--- config.mk ---
export PLATFORM = sky130hd
export DESIGN_NAME = reg_wb_arbiter
export DESIGN_NICKNAME = d
export VERILOG_FILES = /design/src/rtl/reg_wb_arbiter.sv
export SDC_FILE = /design/constraint.sdc
export NUM_CORES = 1
export LEC_CHECK = 0
export ABC_AREA = 1
export CORE_MARGIN = 2
export CORE_UTILIZATION = 47
export CTS_CLUSTER_DIAMETER = 50
export DETAILED_ROUTE_END_ITERATION = 7
export PLACE_DENSITY = 0.86
export SETUP_SLACK_MARGIN = 0.05
export SYNTH_ARGS = -nofsm -noshare
export SYNTH_HDL_FRONTEND = slang
export SYNTH_SLANG_ARGS = --single-unit
--- constraint.sdc ---
create_clock -name clk -period 2.5 [get_ports clk]
set_input_delay 0.75 -clock clk [delete_from_list [all_inputs] [get_ports clk]]
set_output_delay 0.75 -clock clk [all_outputs]
set_load 0.005 [all_outputs]
--- src/rtl/reg_wb_arbiter.sv ---
// Round-robin arbiter sharing the register file write port between ALU and ID writeback,
// with a per-register pending-write scoreboard that drives the RAW stall.
module reg_wb_arbiter #(
   parameter int unsigned DATA_W   = 32,
   parameter int unsigned ADDR_W   = 3,
   parameter int unsigned NUM_REGS = 8,
   parameter int unsigned ZERO_REG = 7,
   parameter int unsigned PEND_W   = 2
) (
   input  logic              clk,
   input  logic              rst_n,
   input  logic              alu_wr_valid,
   input  logic [ADDR_W-1:0] alu_wr_addr,
   input  logic [DATA_W-1:0] alu_wr_data,
   output logic              alu_wr_ready,
   input  logic              id_wr_valid,
   input  logic [ADDR_W-1:0] id_wr_addr,
   input  logic [DATA_W-1:0] id_wr_data,
   output logic              id_wr_ready,
   input  logic              issue_valid,
   input  logic [ADDR_W-1:0] issue_addr,
   input  logic [ADDR_W-1:0] chk_addr1,
   input  logic [ADDR_W-1:0] chk_addr2,
   output logic              raw_stall,
   output logic              rf_write_enable,
   output logic [ADDR_W-1:0] rf_write_addr,
   output logic [DATA_W-1:0] rf_write_value_alu,
   output logic [DATA_W-1:0] rf_write_value_id,
   output logic              rf_write_data_sel,
   output logic              sb_overflow
);

   localparam logic [ADDR_W-1:0] ZeroAddr = ADDR_W'(ZERO_REG);
   localparam logic [PEND_W-1:0] PendMax  = '1;

   logic                last_alu_q, last_alu_d;
   logic                grant_alu, grant_id, grant_nonzero;
   logic                ovf_d;
   logic [NUM_REGS-1:0] inc_vec, dec_vec;
   logic [PEND_W-1:0]   cnt_q [NUM_REGS];
   logic [PEND_W-1:0]   cnt_d [NUM_REGS];

   // last_alu_q = 0 means ID won the last conflict, so ALU wins the next one.
   always_comb begin
      grant_alu     = alu_wr_valid & (~id_wr_valid | ~last_alu_q);
      grant_id      = id_wr_valid & ~grant_alu;
      alu_wr_ready  = grant_alu;
      id_wr_ready   = grant_id;
      last_alu_d    = last_alu_q;
      if (alu_wr_valid && id_wr_valid) begin
         last_alu_d = grant_alu;
      end
      grant_nonzero = (grant_alu && (alu_wr_addr != ZeroAddr)) ||
                      (grant_id && (id_wr_addr != ZeroAddr));
   end

   always_ff @(posedge clk or negedge rst_n) begin
      if (!rst_n) begin
         last_alu_q         <= 1'b0;
         rf_write_enable    <= 1'b0;
         rf_write_addr      <= '0;
         rf_write_value_alu <= '0;
         rf_write_value_id  <= '0;
         rf_write_data_sel  <= 1'b0;
      end else begin
         last_alu_q      <= last_alu_d;
         rf_write_enable <= grant_nonzero;
         if (grant_alu) begin
            rf_write_addr      <= alu_wr_addr;
            rf_write_value_alu <= alu_wr_data;
            rf_write_data_sel  <= 1'b1;
         end else if (grant_id) begin
            rf_write_addr      <= id_wr_addr;
            rf_write_value_id  <= id_wr_data;
            rf_write_data_sel  <= 1'b0;
         end
      end
   end

   // Retire happens on the edge the register file writes, i.e. while rf_write_enable is high.
   always_comb begin
      ovf_d = sb_overflow;
      for (int unsigned r = 0; r < NUM_REGS; r++) begin
         inc_vec[r] = issue_valid && (issue_addr == ADDR_W'(r)) && (issue_addr != ZeroAddr);
         dec_vec[r] = rf_write_enable && (rf_write_addr == ADDR_W'(r));
         cnt_d[r]   = cnt_q[r];
         if (inc_vec[r] && !dec_vec[r]) begin
            if (cnt_q[r] == PendMax) begin
               ovf_d = 1'b1;
            end else begin
               cnt_d[r] = cnt_q[r] + PEND_W'(1);
            end
         end else if (dec_vec[r] && !inc_vec[r] && (cnt_q[r] != '0)) begin
            cnt_d[r] = cnt_q[r] - PEND_W'(1);
         end
      end
   end

   always_ff @(posedge clk or negedge rst_n) begin
      if (!rst_n) begin
         sb_overflow <= 1'b0;
         for (int unsigned r = 0; r < NUM_REGS; r++) begin
            cnt_q[r] <= '0;
         end
      end else begin
         sb_overflow <= ovf_d;
         for (int unsigned r = 0; r < NUM_REGS; r++) begin
            cnt_q[r] <= cnt_d[r];
         end
      end
   end

   always_comb begin
      raw_stall = ((chk_addr1 != ZeroAddr) && (cnt_q[chk_addr1] != '0)) ||
                  ((chk_addr2 != ZeroAddr) && (cnt_q[chk_addr2] != '0));
   end

endmodule

==> results of run 1 <==
metal layers:
layer	track usage (%)	vias to the layer above	wire [µm]
met5	0	-	0
met4	5.68	0	167
met3	7.59	18	819
met2	41.5	134	5170
met1	29.2	1748	4320
li1	-	1850	-
worst max-delay path, stage by stage:
cell	delay (ns)
dlygate4sd2_1	0.27
nand2_4	0.08
nand2_4	0.05
clkinv_2	0.04
clkdlybuf4s50_1	0.48
area by class of cell:
cell class | count | area [µm²] | area share [%]
inverters | 35 | 138 | 2.42
clock inverters | 6 | 46.3 | 0.814
clock buffers | 10 | 128 | 2.24
multi-input cells | 365 | 1510 | 26.6
repair buffers | 163 | 1610 | 28.3
well taps | 105 | 131 | 2.31
flip-flops and latches | 85 | 2130 | 37.4
worst max-delay path by stage:
stage | start | to | slack [ns] | cells past startpoint
final | alu_wr_valid | id_wr_ready | 0.08 | 5
after global routing | chk_addr2[0] | raw_stall | 0.02 | 8
after CTS | chk_addr2[2] | raw_stall | 0.03 | 6
after detailed placement | chk_addr1[0] | raw_stall | -0.51 | 8
after global placement | chk_addr1[0] | raw_stall | -0.47 | 8
after floorplan | id_wr_valid | alu_wr_ready | 0.54 | 5
kinds of logic after synthesis:
| family | count (synthesis) |
|---|---|
| AO/OA/AOI/OAI | 27 |
| buffers and inverters | 48 |
| flip-flops | 85 |
| AND/OR/NAND/NOR | 338 |
placed cells by master, fill, tap and decap left out, types with 6 or more instances in the layout:
master and instances:
inv_1 31, clkdlybuf4s50_1 145, clkbuf_8 9, nor2_1 37, nand2_1 262, o21ai_0 16, dfrtp_1 85, buf_4 7
nand3_1 20, o211ai_1 6, nand2_2 6
synth_stat cells:
library cell,instances
o21bai_1,1
buf_8,2
buf_2,3
nor2_2,1
a31oi_1,1
nand2_4,2
nand3_1,20
o21ai_0,16
nand2_1,262
nand4_1,1
inv_1,33
o21ai_1,1
nand3b_1,3
nor3_1,4
inv_6,1
o211ai_1,6
dfrtp_1,85
buf_6,8
o221ai_1,2
nand2_2,6
nor2_1,39
clkinv_2,1
where the power goes:
part | leakage, nW | internal, mW | switching, mW
sequential | 1.03 | 1.65 | 0.222
combinational | 1.77 | 0.619 | 0.577
clock | 0.0833 | 0.369 | 0.500
metrics by stage:
step	total power [mW]	instance area (µm²)	setup TNS [ns]	hold WS [ns]	util, %
final	3.93	5690	0	0.315	69.9
after global routing	4.21	5690	0	0.328	69.9
after CTS	3.96	5690	0	0.315	70.0
after detailed placement	3.08	5520	-1.02	0.464	67.9
after global placement	3.01	5520	-0.947	0.460	67.9
after floorplan	2.40	3910	0	0.454	-
state kept, by name, summed over array words and instances (netlist names):
register	flops
rf_write_value_alu	32
rf_write_value_id	32
cnt_q	14
rf_write_addr	3
last_alu_q	1
rf_write_data_sel	1
rf_write_enable	1
sb_overflow	1
timing repair:
item,4_1_cts,5_1_grt
setup endpoints to repair,3,2
buffers inserted,1,0
resized for setup,13,10
pin swaps,1,2
==> metrics.md, run 1 <==
| Metric | Value |
|---|---|
| R2R setup slack | `0.99 ns` |
| Synthesized Nets | `582` |
| Post-synth cell types | `22` |
| First-pass GRT wire length | `16900 µm` |
| RSZ-0062 raised after global routing | `yes` |
| Leak | `2.88 nW` |
| H-tree levels | `3` |
| Longest Clk Path Bufs | `2` |
| # port buffers | `156` |
| GPL Wtd Cong | `0.945` |
| Root Driver | `clkbuf_8` |
| Number of CTS-inserted buffers | `9` |
| Number of synthesized register bits | `85` |
| Initial antenna violation count | `0` |
| Slew Viols, Final | `0` |
| Area Growth Syn to Fin | `45.6%` |
| Largest family of logic cells by synthesized area | `simple AND/OR/NAND/NOR gates` |
| Critical path type | `primary input to output pin` |
| Die width | `95.2 µm` |
| Dpl ws | `-0.510 ns` |
| Finish-stage setup viols | `0` |
| Final worst slack | `0.0823 ns` |
| Synth area leaders | `dfrtp_1 (54%), nand2_1 (25%), nor2_1 (3.7%)` |
| Max-Cap Viols | `0` |
| Effective utilization at floorplan | `48.0%` |
| I/O Pins | `157` |
| Synthesized netlist cell count | `498` |
| Power per cell area | `691 nW/µm²` |
| Arrival time worst endpoint | `1.67 ns` |
| Fin Clk Skew | `0.00819 ns` |
| Yosys top cell by area | `dfrtp_1` |
| Iteration-0 DRC Markers | `132` |
| Post-layout min period | `2.42 ns` |
| Post-synthesis mux area share | `0%` |
| Rel. slew slack | `73.3%` |
| Yosys warns | `0` |
| Nets@finish | `743` |
| Sequential fraction of the synthesis area | `54.5%` |
| Maximum VDD drop | `357 µV` |
| Gr usage total | `24.0%` |
| Cells after DPL | `752` |
| Reg2reg start | `last_alu_q` |
| Xor-xnor portion of the synthesized cell area | `0%` |
| Clk sinks | `85` |
| DRT Pass-1 Iters | `4` |
| CTS clk-pin slew, worst paths | `0.09 ns` |
| FP Rows | `33` |
| Die height | `95.2 µm` |
| Dpl hpwl | `7900 µm` |
| Clk_lat worst skew | `0.34 ns` |
| Core area | `8130 µm²` |
| Vias in the first global route | `3691` |
| CTS tree | `built` |
| Fillcell total | `647` |
| Fraction of layout cells with a size suffix above 1 | `6.33%` |
| Wire per inst | `13.6 µm` |
| Total detailed-routing wirelength | `10500 µm` |
| Final worst-path cycle share | `96.7%` |
| Crit-path max FO | `2` |
| Vias per cell | `4.88` |
| Adder-Cell Fraction of Synth Area | `0%` |
| Worst-Margin Slew | `0.400 ns` |
| CP Launch Type | `primary input` |
| Critical Path RT | `1.75 ns` |
| Post-synthesis instance area | `3910 µm²` |
| Mean Syn Cell Area | `7.84 µm²` |
| Hold Buf Count CTS | `0` |
| Post-Layout Cell Count | `769` |
| R2R Path End | `rf_write_addr[0]` |
| Min-Delay Path Class | `primary input to async pin` |
| Largest net degree at the start of global routing | `59` |
| Grt ovf | `0` |
| Antenna Violating Nets Remaining | `0` |
| Worst Setup End Kind | `output pin` |
| Fmax | `0.414 GHz` |
| Die area | `9060 µm²` |
| Compound-Gate Fraction of Synth Area | `4.13%` |
| # diodes | `0` |
| Reg2Reg Depth | `6` |
| Status | `completed` |
| Vias post-DR | `3750` |
| Simple-Gate Fraction of Synth Area | `34.4%` |
| DRC Markers | `0` |
| Hold Fails Final Rpt | `0` |
| Share of the synthesized area in the top cell type | `54.5%` |
No activity file was read; power rests on OpenSTA's default activity.
==> inputs of run 2 (changes only) <==
--- a/config.mk
+++ b/config.mk
@@ -10,6 +10,7 @@
 export CORE_UTILIZATION = 47
 export CTS_CLUSTER_DIAMETER = 50
 export DETAILED_ROUTE_END_ITERATION = 7
+export GPL_TIMING_DRIVEN = 0
 export PLACE_DENSITY = 0.86
 export SETUP_SLACK_MARGIN = 0.05
 export SYNTH_ARGS = -nofsm -noshare
==> metrics.md, run 2 (synthesis results as in run 1) <==
| Metric | Value |
|---|---|
| # port buffers | `156 (unchanged)` |
| Grt ovf | `0 (unchanged)` |
| H-tree levels | `3 (unchanged)` |
| Dpl hpwl | `8120 µm (+2.8%)` |
| Nets@finish | `755 (+1.6%)` |
| Critical path type | `primary input to output pin` |
| Fmax | `0.415 GHz (+0.42%)` |
| Hold Fails Final Rpt | `0 (unchanged)` |
| Finish-stage setup viols | `0 (unchanged)` |
| Arrival time worst endpoint | `1.66 ns (about the same)` |
| # diodes | `0 (unchanged)` |
| Post-DP Area | `5620 µm² (+1.9%)` |
| I/O Pins | `157 (unchanged)` |
| Longest Clk Path Bufs | `2 (unchanged)` |
| RSZ-0062 raised after global routing | `yes` |
| Hold Buf Count CTS | `0 (unchanged)` |
| Worst-Margin Slew | `0.334 ns (-0.0663 ns)` |
| Most frequent cells in the layout | `nand2_1 (262), clkdlybuf4s50_1 (144), dfrtp_1 (85)` |
| DRT Pass-1 Iters | `4 (unchanged)` |
| Max-Cap Viols | `0 (unchanged)` |
| Internal power | `2.88 mW (+9.5%)` |
| Logic pwr share | `29.3% (-1.1 points)` |
| Dpl ws | `-0.669 ns (-0.159 ns)` |
| Clock power frac | `26.3% (+4.2 points)` |
| DRC Markers | `0 (unchanged)` |
| Final worst slack | `0.0923 ns (+0.0100 ns)` |
| Largest regs | `rf_write_value_alu x32, rf_write_value_id x32, cnt_q x14` |
| Fin Clk Skew | `0.0108 ns (+0.00258 ns)` |
| Effective utilization at floorplan | `48.0% (unchanged)` |
| Cell Chain, Critical Path | `buf_2, nand2_2, nand2_4, nand2_8, clkinv_4, buf_6, dlygate4sd2_1` |
| Antenna Violating Nets Remaining | `0 (unchanged)` |
| Root Driver | `clkbuf_8` |
| Switching part of the total | `31.8% (-1.2 points)` |
| Core area | `8130 µm² (unchanged)` |
| Total detailed-routing wirelength | `10700 µm (+2.3%)` |
| CTS tree | `built` |
| Maximum VDD drop | `427 µV (+20%)` |
| Largest net degree at the start of global routing | `70 (+19%)` |
| First-pass GRT wire length | `17400 µm (+2.5%)` |
| Power per cell area | `718 nW/µm² (+3.8%)` |
| CP Launch Type | `primary input` |
| Status | `completed` |
| Fillcell total | `611 (-5.6%)` |
| Vias in the first global route | `3896 (+5.6%)` |
| Final Instance Area | `5900 µm² (+3.7%)` |
| Rel. slew slack | `77.6% (+4.3 points)` |
| Critical Path RT | `1.75 ns (about the same)` |
| Die area | `9060 µm² (unchanged)` |
| Clk_lat worst skew | `0.36 ns (+0.02 ns)` |
| NetSw | `1.35 mW (+3.7%)` |
| Clk sinks | `85 (unchanged)` |
| Number of CTS-inserted buffers | `9 (unchanged)` |
| Vias post-DR | `3848 (+2.6%)` |
| Worst Setup End Kind | `output pin` |
| Wire per inst | `13.7 µm (+0.78%)` |
| Commonest non-fill, non-tap cell in the layout | `nand2_1` |
| Crit-path max cell delay | `0.27 ns (-0.21 ns)` |
| Slew Viols, Final | `0 (unchanged)` |
| Vias per cell | `4.93 (+1.0%)` |
| Fraction of layout cells with a size suffix above 1 | `8.88% (+2.6 points)` |
| Leak | `2.98 nW (+3.5%)` |
| Crit-path max FO | `10 (+8)` |
| Iteration-0 DRC Markers | `118 (-11%)` |
| Seq pwr share | `44.4% (-3.1 points)` |
| Final worst-path cycle share | `96.3% (-0.40 points)` |
| Gr usage total | `25.0% (+1.0 points)` |
| GPL Wtd Cong | `0.859 (-9.2%)` |
| Initial antenna violation count | `0 (unchanged)` |
| Min-Delay Path Class | `primary input to async pin` |
| CP max-delay cell | `dlygate4sd2_1` |
| Post-layout min period | `2.41 ns (-0.0100 ns)` |
| Die width | `95.2 µm (unchanged)` |
| FP Rows | `33 (unchanged)` |
| Area Growth Syn to Fin | `51.0%` |
| Die height | `95.2 µm (unchanged)` |
| CTS clk-pin slew, worst paths | `0.10 ns (about the same)` |
-- run 2: cell type report --
type	count	area (µm²)	share of cell area, %
clock inverter	7	105	1.78
timing repair buffer	162	1600	27.1
clock buffer	9	124	2.10
tap	105	131	2.23
multi-input combinational	365	1530	25.9
sequential	85	2130	36.1
buffer	13	135	2.29
inverter	35	144	2.44
-- run 2: critical path: cells and delay by family --
kind          cells  cell delay, ns
buf+inv           4            0.65
simple gates      3            0.26
-- run 2: repair_timing --
action | CTS | global route
buffers inserted | 3 | 2
setup endpoints to repair | 3 | 2
pin swaps | 3 | 1
gates resized for setup | 24 | 12
endpoints found under the hold margin | 0 | 0
-- run 2: worst paths after layout --
path / start / to / slack [ns] / depth (start not counted)
min: rst_n / rf_write_value_alu[12] / 0.25 / 1
max: id_wr_valid / id_wr_ready / 0.09 / 7
max in group asynchronous: rst_n / rf_write_value_id[24] / 1.64 / 2
min reg2reg: rf_write_value_alu[31] / rf_write_value_alu[31] / 0.49 / 2
min in group clk: rf_write_value_alu[31] / rf_write_value_alu[31] / 0.49 / 2
max reg2reg: rf_write_addr[2] / sb_overflow / 1.11 / 6
-- run 2: stage by stage --
step / hold WS, ns / util, % / cells / setup TNS [ns] / power (mW)
5_1_grt: 0.252 / 72.5 / 781 / 0 / 4.51
3_5_place_dp: 0.464 / 69.1 / 760 / -1.81 / 3.10
3_3_place_gp: 0.461 / 68.8 / 759 / -200.80 / 3.03
6_report: 0.253 / 72.5 / 781 / 0 / 4.23
2_1_floorplan: 0.454 / - / 498 / 0 / 2.40
4_1_cts: 0.252 / 72.2 / 779 / 0 / 4.22
-- run 2: power by group through the flow --
stage	sequential (mW)	combinational (mW)	clock [mW]
floorplan	1.86	0.544	0
global placement	1.86	1.17	0
detailed placement	1.88	1.23	0
CTS	1.86	1.24	1.13
global route	1.92	1.39	1.19
finish	1.88	1.24	1.11
-- run 2: routing by layer --
metal	GRT usage, %	up-vias	part of all wire, %
li1	-	1878	-
met1	27.9	1809	38
met2	43.1	141	50
met3	8.77	20	8.9
met4	11.0	0	2.5
met5	0	-	0
==> inputs of run 3 (changes only) <==
--- a/config.mk
+++ b/config.mk
@@ -6,12 +6,14 @@
 export NUM_CORES = 1
 export LEC_CHECK = 0
 export ABC_AREA = 1
+export ABC_CLOCK_PERIOD_IN_PS = 2500
 export CORE_MARGIN = 2
 export CORE_UTILIZATION = 47
 export CTS_CLUSTER_DIAMETER = 50
+export CTS_CLUSTER_SIZE = 14
 export DETAILED_ROUTE_END_ITERATION = 7
 export GPL_TIMING_DRIVEN = 0
-export PLACE_DENSITY = 0.86
+export PLACE_DENSITY = 0.94
 export SETUP_SLACK_MARGIN = 0.05
 export SYNTH_ARGS = -nofsm -noshare
 export SYNTH_HDL_FRONTEND = slang
==> metrics.md, run 3 (synthesis results as in run 1) <==
| Metric | Value |
|---|---|
| Fraction of layout cells with a size suffix above 1 | `8.44% (-0.43 points)` |
| Wire per inst | `15.1 µm (+9.9%)` |
| First-pass GRT wire length | `18500 µm (+6.8%)` |
| Min-Delay Path Class | `primary input to async pin` |
| FP Rows | `33 (unchanged)` |
| Power per cell area | `716 nW/µm² (-0.17%)` |
| # diodes | `0 (unchanged)` |
| Dpl hpwl | `8900 µm (+9.5%)` |
| RSZ-0062 raised after global routing | `no` |
| Arrival time worst endpoint | `1.62 ns (-0.04 ns)` |
| Die area | `9060 µm² (unchanged)` |
| CTS tree | `built` |
| Finish-stage setup viols | `0 (unchanged)` |
| Most frequent cells in the layout | `nand2_1 (262), clkdlybuf4s50_1 (144), dfrtp_1 (85)` |
| Effective utilization at floorplan | `48.0% (unchanged)` |
| Rel. slew slack | `77.3% (-0.34 points)` |
| Fin Clk Skew | `0.0107 ns (-0.0000885 ns)` |
| Worst Setup End Kind | `output pin` |
| Crit-path max FO | `10 (unchanged)` |
| Die width | `95.2 µm (unchanged)` |
| Cell Chain, Critical Path | `buf_4, nand2_2, nand2_4, nand2_8, clkinv_4, buf_6, dlygate4sd2_1` |
| Clk_lat worst skew | `0.35 ns (about the same)` |
| Status | `completed` |
| # port buffers | `156 (unchanged)` |
| Final worst-path cycle share | `94.6% (-1.7 points)` |
| Iteration-0 DRC Markers | `179 (+52%)` |
| DRC Markers | `0 (unchanged)` |
| Number of CTS-inserted buffers | `9 (unchanged)` |
| Commonest non-fill, non-tap cell in the layout | `nand2_1` |
| GPL Wtd Cong | `0.873 (+1.7%)` |
| Critical Path RT | `1.75 ns (about the same)` |
| Fillcell total | `565 (-7.5%)` |
| Core area | `8130 µm² (unchanged)` |
| Grt ovf | `0 (unchanged)` |
| Final worst slack | `0.135 ns (+0.0427 ns)` |
| Largest net degree at the start of global routing | `69 (-1.4%)` |
| Maximum VDD drop | `474 µV (+11%)` |
| Fmax | `0.423 GHz (+1.8%)` |
| Post-DP Area | `5620 µm² (unchanged)` |
| Hold Fails Final Rpt | `0 (unchanged)` |
| Nets@finish | `754 (-0.13%)` |
| Leak | `2.97 nW (-0.34%)` |
| Longest Clk Path Bufs | `2 (unchanged)` |
| Final Instance Area | `5890 µm² (-0.17%)` |
| Post-layout min period | `2.37 ns (-0.0427 ns)` |
| CTS clk-pin slew, worst paths | `0.09 ns (about the same)` |
| Area Growth Syn to Fin | `50.7%` |
| Vias per cell | `5.03 (+2.2%)` |
| Antenna Violating Nets Remaining | `0 (unchanged)` |
| Largest regs | `rf_write_value_alu x32, rf_write_value_id x32, cnt_q x14` |
| Vias in the first global route | `3949 (+1.4%)` |
| Crit-path max cell delay | `0.26 ns (about the same)` |
| H-tree levels | `3 (unchanged)` |
| DRT Pass-1 Iters | `4 (unchanged)` |
| Vias post-DR | `3927 (+2.1%)` |
| Initial antenna violation count | `0 (unchanged)` |
| CP max-delay cell | `dlygate4sd2_1` |
| Post-layout util | `72.4% (-0.12 points)` |
| Dpl ws | `-0.645 ns (+0.0239 ns)` |
| Clk sinks | `85 (unchanged)` |
| Worst-Margin Slew | `0.340 ns (+0.00626 ns)` |
| Max-Cap Viols | `0 (unchanged)` |
| Gr usage total | `26.7% (+1.7 points)` |
| Root Driver | `clkbuf_8` |
| Die height | `95.2 µm (unchanged)` |
| Critical path type | `primary input to output pin` |
| Total detailed-routing wirelength | `11800 µm (+9.8%)` |
| Slew Viols, Final | `0 (unchanged)` |
| I/O Pins | `157 (unchanged)` |
| CP Launch Type | `primary input` |
run 3: cell count changes in the layout (fill, tap and decap cells not counted), sizes merged:
cell | previous run | this run
inv | 37 | 35
buf | 21 | 20
clkbuf | 12 | 11
clkdlybuf4s15 | 2 | 3
clkinv | 3 | 4
clkinvlp | 0 | 1
run 3: area by class of cell:
| type | instances | area [µm²] | share of cell area (%) |
|---|---|---|---|
| plain buffers | 13 | 140 | 2.38 |
| clock buffers | 9 | 124 | 2.10 |
| clock inverters | 7 | 98.8 | 1.68 |
| inverters | 35 | 144 | 2.44 |
| multi-input cells | 365 | 1520 | 25.8 |
| flip-flops and latches | 85 | 2130 | 36.1 |
| well taps | 105 | 131 | 2.23 |
| repair buffers | 161 | 1600 | 27.2 |
run 3: repair_timing:
item	in CTS	in global routing
pin swaps	7	3
endpoints found under the setup margin	3	1
setup buffers	4	0
hold endpoints to repair	0	0
gates resized for setup	31	4
hold buffers	0	0
run 3: per-stage QoR:
step                setup TNS (ns)  hold WS (ns)  total power [mW]  instances
global route                     0         0.256              4.46        780
floorplan                        0         0.454              2.40        498
detailed placement           -1.77         0.465              3.12        760
CTS                              0         0.257              4.23        780
finish                           0         0.263              4.22        780
global placement           -197.36         0.461              3.03        759
run 3: power by group:
group	switching (mW)	total, mW	internal [mW]	leakage [nW]
clock	0.521	1.09	0.568	0.110
sequential	0.227	1.87	1.65	1.03
combinational	0.605	1.25	0.650	1.83
total	1.35	4.22	2.86	2.97
run 3: layer usage:
layer	vias up	GRT usage, %	part of all wire (%)
met2	156	46.2	51
met1	1864	29.7	37
li1	1875	-	-
met4	0	9.90	2.7
met3	32	10.4	8.9
met5	-	0	0
run 3: path summary, 6_finish.rpt:
path	startpoint	endpoint	slack, ns	depth (start not counted)
hold / removal	rst_n	cnt_q[5]	0.26	1
setup / recovery	id_wr_valid	id_wr_ready	0.13	7
min in group clk	rf_write_value_alu[9]	rf_write_value_alu[9]	0.48	2
max in group asynchronous	rst_n	rf_write_value_alu[15]	1.61	2
setup reg to reg	rf_write_addr[2]	cnt_q[9]	1.18	8
hold reg to reg	rf_write_value_alu[9]	rf_write_value_alu[9]	0.48	2
run 3: worst max-delay path: cells and delay by family:
kind	cells	cell delay, ns
and+or+nand+nor	3	0.27
buffers and inverters	4	0.59
